`src/rtl/axi4_lite_regfile_slave.sv`:
```
// AXI4-Lite slave register bank: parametrised width/depth, byte strobes, AW/W in any order,
// SLVERR on out-of-range words, alternating read/write grant under contention.
module axi4_lite_regfile_slave #(
  parameter int ADDRESS    = 32,
  parameter int DATA_WIDTH = 32,
  parameter int NUM_REGS   = 32
) (
  input  logic                    ACLK,
  input  logic                    ARESETN,
  input  logic [ADDRESS-1:0]      S_AWADDR,
  input  logic                    S_AWVALID,
  output logic                    S_AWREADY,
  input  logic [DATA_WIDTH-1:0]   S_WDATA,
  input  logic [DATA_WIDTH/8-1:0] S_WSTRB,
  input  logic                    S_WVALID,
  output logic                    S_WREADY,
  output logic [1:0]              S_BRESP,
  output logic                    S_BVALID,
  input  logic                    S_BREADY,
  input  logic [ADDRESS-1:0]      S_ARADDR,
  input  logic                    S_ARVALID,
  output logic                    S_ARREADY,
  output logic [DATA_WIDTH-1:0]   S_RDATA,
  output logic [1:0]              S_RRESP,
  output logic                    S_RVALID,
  input  logic                    S_RREADY
);
  localparam int SW    = DATA_WIDTH / 8;
  localparam int OFS   = $clog2(SW);
  localparam int IDX_W = (NUM_REGS > 1) ? $clog2(NUM_REGS) : 1;
  localparam logic [ADDRESS-1:0] NREGS_A = ADDRESS'(NUM_REGS);
  localparam logic [1:0] RESP_OKAY   = 2'b00;
  localparam logic [1:0] RESP_SLVERR = 2'b10;

  typedef enum logic [1:0] {IDLE, WR_ACCEPT, WR_RESP, RD_RESP} state_t;
  typedef struct packed {
    logic [ADDRESS-1:0]    addr;
    logic [DATA_WIDTH-1:0] data;
    logic [SW-1:0]         strb;
  } wr_req_t;

  state_t                state;
  wr_req_t               held_q, wr_eff;
  logic                  aw_held, w_held, last_wr;
  logic                  bvalid_q, rvalid_q;
  logic [1:0]            bresp_q, rresp_q;
  logic [DATA_WIDTH-1:0] rdata_q;

  logic                  wr_req, rd_req, grant_wr, grant_rd;
  logic                  aw_hs, w_hs, ar_hs, do_wr, wr_ok, rd_ok;
  logic [ADDRESS-1:0]    wr_word, rd_word;
  logic [IDX_W-1:0]      wr_idx, rd_idx;
  logic [SW-1:0]         lane_we;
  logic [SW-1:0][7:0]    rd_lane;

  // Contention alternates: last_wr=0 (reset) means the write side wins next.
  always_comb begin
    wr_req   = S_AWVALID | S_WVALID;
    rd_req   = S_ARVALID;
    grant_wr = wr_req & (~rd_req | ~last_wr);
    grant_rd = rd_req & ~grant_wr;
    ar_hs    = (state == IDLE) & grant_rd;
    aw_hs    = (state == WR_ACCEPT) & ~aw_held & S_AWVALID;
    w_hs     = (state == WR_ACCEPT) & ~w_held & S_WVALID;
    do_wr    = (state == WR_ACCEPT) & (aw_held | aw_hs) & (w_held | w_hs);
  end

  // The write commits on the edge the second half arrives, so merge held and live payloads.
  always_comb begin
    wr_eff.addr = aw_held ? held_q.addr : S_AWADDR;
    wr_eff.data = w_held  ? held_q.data : S_WDATA;
    wr_eff.strb = w_held  ? held_q.strb : S_WSTRB;
  end

  assign wr_word = wr_eff.addr >> OFS;
  assign rd_word = S_ARADDR >> OFS;
  assign wr_ok   = wr_word < NREGS_A;
  assign rd_ok   = rd_word < NREGS_A;
  assign wr_idx  = wr_word[IDX_W-1:0];
  assign rd_idx  = rd_word[IDX_W-1:0];

  genvar b;
  generate
    for (b = 0; b < SW; b++) begin : g_lane
      logic [NUM_REGS-1:0][7:0] mem;
      assign lane_we[b] = do_wr & wr_ok & wr_eff.strb[b];
      assign rd_lane[b] = mem[rd_idx];
      always_ff @(posedge ACLK or negedge ARESETN) begin
        if (!ARESETN)        mem         <= '0;
        else if (lane_we[b]) mem[wr_idx] <= wr_eff.data[8*b +: 8];
      end
    end
  endgenerate

  always_ff @(posedge ACLK or negedge ARESETN) begin
    if (!ARESETN) begin
      state    <= IDLE;
      held_q   <= '0;
      aw_held  <= 1'b0;
      w_held   <= 1'b0;
      last_wr  <= 1'b0;
      bvalid_q <= 1'b0;
      bresp_q  <= RESP_OKAY;
      rvalid_q <= 1'b0;
      rresp_q  <= RESP_OKAY;
      rdata_q  <= '0;
    end else begin
      case (state)
        IDLE: begin
          if (grant_wr) begin
            state   <= WR_ACCEPT;
            last_wr <= 1'b1;
          end else if (grant_rd) begin
            state    <= RD_RESP;
            last_wr  <= 1'b0;
            rvalid_q <= 1'b1;
            rdata_q  <= rd_ok ? DATA_WIDTH'(rd_lane) : '0;
            rresp_q  <= rd_ok ? RESP_OKAY : RESP_SLVERR;
          end
        end
        WR_ACCEPT: begin
          if (do_wr) begin
            state    <= WR_RESP;
            aw_held  <= 1'b0;
            w_held   <= 1'b0;
            bvalid_q <= 1'b1;
            bresp_q  <= wr_ok ? RESP_OKAY : RESP_SLVERR;
          end else begin
            if (aw_hs) begin
              aw_held     <= 1'b1;
              held_q.addr <= S_AWADDR;
            end
            if (w_hs) begin
              w_held      <= 1'b1;
              held_q.data <= S_WDATA;
              held_q.strb <= S_WSTRB;
            end
          end
        end
        WR_RESP: begin
          if (S_BREADY) begin
            state    <= IDLE;
            bvalid_q <= 1'b0;
            bresp_q  <= RESP_OKAY;
          end
        end
        RD_RESP: begin
          if (S_RREADY) begin
            state    <= IDLE;
            rvalid_q <= 1'b0;
            rresp_q  <= RESP_OKAY;
            rdata_q  <= '0;
          end
        end
        default: state <= IDLE;
      endcase
    end
  end

  assign S_AWREADY = (state == WR_ACCEPT) & ~aw_held;
  assign S_WREADY  = (state == WR_ACCEPT) & ~w_held;
  assign S_ARREADY = ar_hs;
  assign S_BVALID  = bvalid_q;
  assign S_BRESP   = bresp_q;
  assign S_RVALID  = rvalid_q;
  assign S_RRESP   = rresp_q;
  assign S_RDATA   = rdata_q;
endmodule

```
`config.mk`:
```
export PLATFORM = sky130hd
export DESIGN_NAME = axi4_lite_regfile_slave
export DESIGN_NICKNAME = d
export VERILOG_FILES = /design/src/rtl/axi4_lite_regfile_slave.sv
export SDC_FILE = /design/constraint.sdc
export NUM_CORES = 2
export LEC_CHECK = 0
export ABC_AREA = 0
export CAP_MARGIN = 15
export CORE_MARGIN = 4
export CORE_UTILIZATION = 58
export DETAILED_ROUTE_END_ITERATION = 12
export DONT_BUFFER_PORTS = 1
export GPL_ROUTABILITY_DRIVEN = 0
export PLACE_DENSITY = 0.76
export SETUP_SLACK_MARGIN = 0.5
export SYNTH_ARGS = -nofsm -noshare
export SYNTH_HDL_FRONTEND = slang
export SYNTH_SLANG_ARGS = --single-unit
export TNS_END_PERCENT = 1
```
`constraint.sdc`:
```
create_clock -name ACLK -period 2.52 [get_ports ACLK]
set_input_delay 0.504 -clock ACLK [delete_from_list [all_inputs] [get_ports ACLK]]
set_output_delay 0.504 -clock ACLK [all_outputs]
set_load 0.02 [all_outputs]
```
==> out/metrics.cfg <==
[floorplanning]
die_h_um = 310
pin_count = 148
coreArea_sq_um = 90100
die_x_um = 310
placementRows = 110
start_util = 0.585
die_area_sq_um = 95800

[yosys]
synth_ff_type = dfrtp_1
yosysWarnings = 0
synth_top_cell_by_area = dfrtp_1
synth_edf_count = 0
synthTopCellsByCount = 1165 x mux2_2, 1131 x dfrtp_1, 220 x mux2i_1, 184 x clkbuf_1, 132 x mux4_2
synth_most_common_cell = mux2_2
synth_cell_type_count = 54
ys_ff_latch = 1131
synthTopCellsByArea = dfrtp_1 54%, mux2_2 25%, mux4_2 5.6%, mux2i_1 4.2%, nor3_4 1.9%
async_flop_share = 1.00
synth.cell_area_sq_um = 52700
synth_top_cell_area_share = 0.537
syn-instance-count = 3597
avgSynthCellArea_sq_um = 14.7
seq_area_frac_synth = 0.537

[setup_path]
start_kind = register
crit_required_ns = 3.10
cp.arrival_ns = 3.09
cp_max_fo = 16
critical_path_class = register to register
crit_path_end_kind = register

[worst_hold_path]
holdCritPathClass = primary input to async pin

[sta]
worst_clock_skew_ns = 0.0284
timing.fmax_ghz = 0.398
holdWs_ns = -0.506
grt_setup_unrepaired = yes
tightestPinTransition_ns = 1.14
setup_viol_count_final = 0
max-slew-margin-rel = 0.242
hold_violations = 329
finalCritPeriodShare = 0.997
slew_viol_final = 0
layout_setup_ws_ns = 0.00681
final.setup.tns_ns = 0
period_minus_slack_ns = 2.51

[clock_tree]
cts_tree = yes
hold_buffers = 69
path_clk_slew_ns = 0.06
cts_made_buffers = 115
clockBufferDepth = 3
clkLatencyLatePin_ns = 0.71
cts_root_buffer = clkbuf_16
clkSinkCount = 1131
ctsHtreeMaxLevel = 3

[power_and_ir_drop]
p_per_area_nw_per_um2 = 708
ir_drop_mv = 1.01
power_leakage_nw = 30.0

[cells_and_area]
area.growth.synth_to_final_pct = 16.7
drive_above_1_share = 0.489
nets = 3851
final_core_util = 0.683

[global_routing]
first_global_vias = 34900
grt-ovfl-total = 0
grt_pass1_wl_um = 216000
grt_max_degree = 1132
antenna_found_initial = 2
track_usage = 0.297

[detailed_routing]
drc_errors = 0
drtPass1Iterations = 6
via_per_inst = 6.55
routedWlPerCell_um = 28.4
wl_um = 143000
drt-initial-drc-count = 2796
vias = 32800
ant_nets = 0

[status]
status = finished, violations left
violations = hold timing

[placed_design]
place_ws_ns = -0.326
hpwl_um = 86000
io_buffers = 0

[run]
maxCapViolations = 0

layer usage:
| metal | track usage | vias up | routed length, um |
|---|---|---|---|
| met2 | 0.484 | 1200 | 69100 |
| met1 | 0.400 | 17600 | 58100 |
| met3 | 0.0614 | 362 | 9500 |
| met4 | 0.109 | 0 | 5830 |
| met5 | 0 | - | 0 |
| li1 | - | 13700 | - |
worst paths after layout:
kind	startpoint	endpoint	slack [ns]	depth (start not counted)
worst max-delay path	aw_held	g_lane[3].mem[216]	0.007	9
worst min-delay path	ARESETN	g_lane[3].mem[50]	-0.51	0
worst max register to register	aw_held	g_lane[3].mem[216]	0.007	9
worst min register to register	g_lane[0].mem[157]	g_lane[0].mem[157]	0.49	1
max in group asynchronous	ARESETN	g_lane[2].mem[187]	0.93	3
min in group ACLK	S_BREADY	state[1]	0.04	3
state kept, by name (all words and copies together) (netlist names):
name and count:
S_RRESP 1, S_BVALID 1, S_BRESP 1, w_held 1
aw_held 1, g_lane.mem 1024, S_RDATA 32, held_q 66
last_wr 1, state 2, S_RVALID 1
area by class of cell:
cell class                      count  area [sq um]
Clock inverter                     34           464
Tap cell                         1176          1470
Multi-Input combinational cell   2201         23900
Antenna cell                        4          10.0
Inverter                            5          18.8
Fill cell                        5822         28600
Clock buffer                      175          3420
Timing Repair Buffer              290          3970
Sequential cell                  1131         28300
layout by cell type (no fill, tap or decap), types with 60 or more instances in the layout:
| cell type | n |
|---|---|
| buf_12 | 93 |
| o221ai_1 | 62 |
| mux4_2 | 132 |
| dlygate4sd3_1 | 69 |
| nor2_1 | 113 |
| mux2_2 | 1157 |
| o21ai_0 | 66 |
| nor3_4 | 62 |
| nand2_1 | 60 |
| dfrtp_1 | 1130 |
| clkbuf_16 | 125 |
| buf_4 | 90 |
| mux2i_1 | 220 |
repair_timing:
item                                     CTS  global route
pin swaps                                  6            12
cloned                                     2             9
endpoints found under the setup margin  1059          1488
resized for setup                         54            62
buffers inserted                           4             8
endpoints found under the hold margin   1201           329
power by group:
group          switching [mW]  leakage (nW)  internal, mW
logic                    4.72          12.5          2.01
registers               0.501          15.6          18.8
clock network            7.16          1.92          10.3
total                    12.4          30.0          31.2
worst max-delay path: stages (launching register included):
cell      delay (ns)
dfrtp_1         0.41
buf_8           0.17
nand2b_1        0.21
o22ai_2         0.26
buf_4           0.21
nand2_1         0.15
buf_4           0.20
nor3_4          0.26
buf_12          0.17
mux2_2          0.34
per-stage QoR:
stage	hold WS, ns	power, mW	instance area [sq um]	std cells
2_1_floorplan	0.208	23.7	52900	3598
3_3_place_gp	0.317	25.0	55800	4706
3_5_place_dp	0.310	25.4	55800	4706
4_1_cts	-0.439	43.0	60800	4990
5_1_grt	-0.538	45.0	61500	5015
6_report	-0.506	43.6	61500	5016
logic make-up (layout without fill, tap and decap cells):
logic type / Yosys count / count (layout) / synth area share
simple gates: 412 / 412 / 0.0553
flops: 1131 / 1131 / 0.537
mux: 1541 / 1541 / 0.353
compound gates: 246 / 246 / 0.0331
buf+inv: 266 / 504 / 0.0217
other cells: 1 / 6 / 0.0000711
Power figures use the tool's default switching activity.
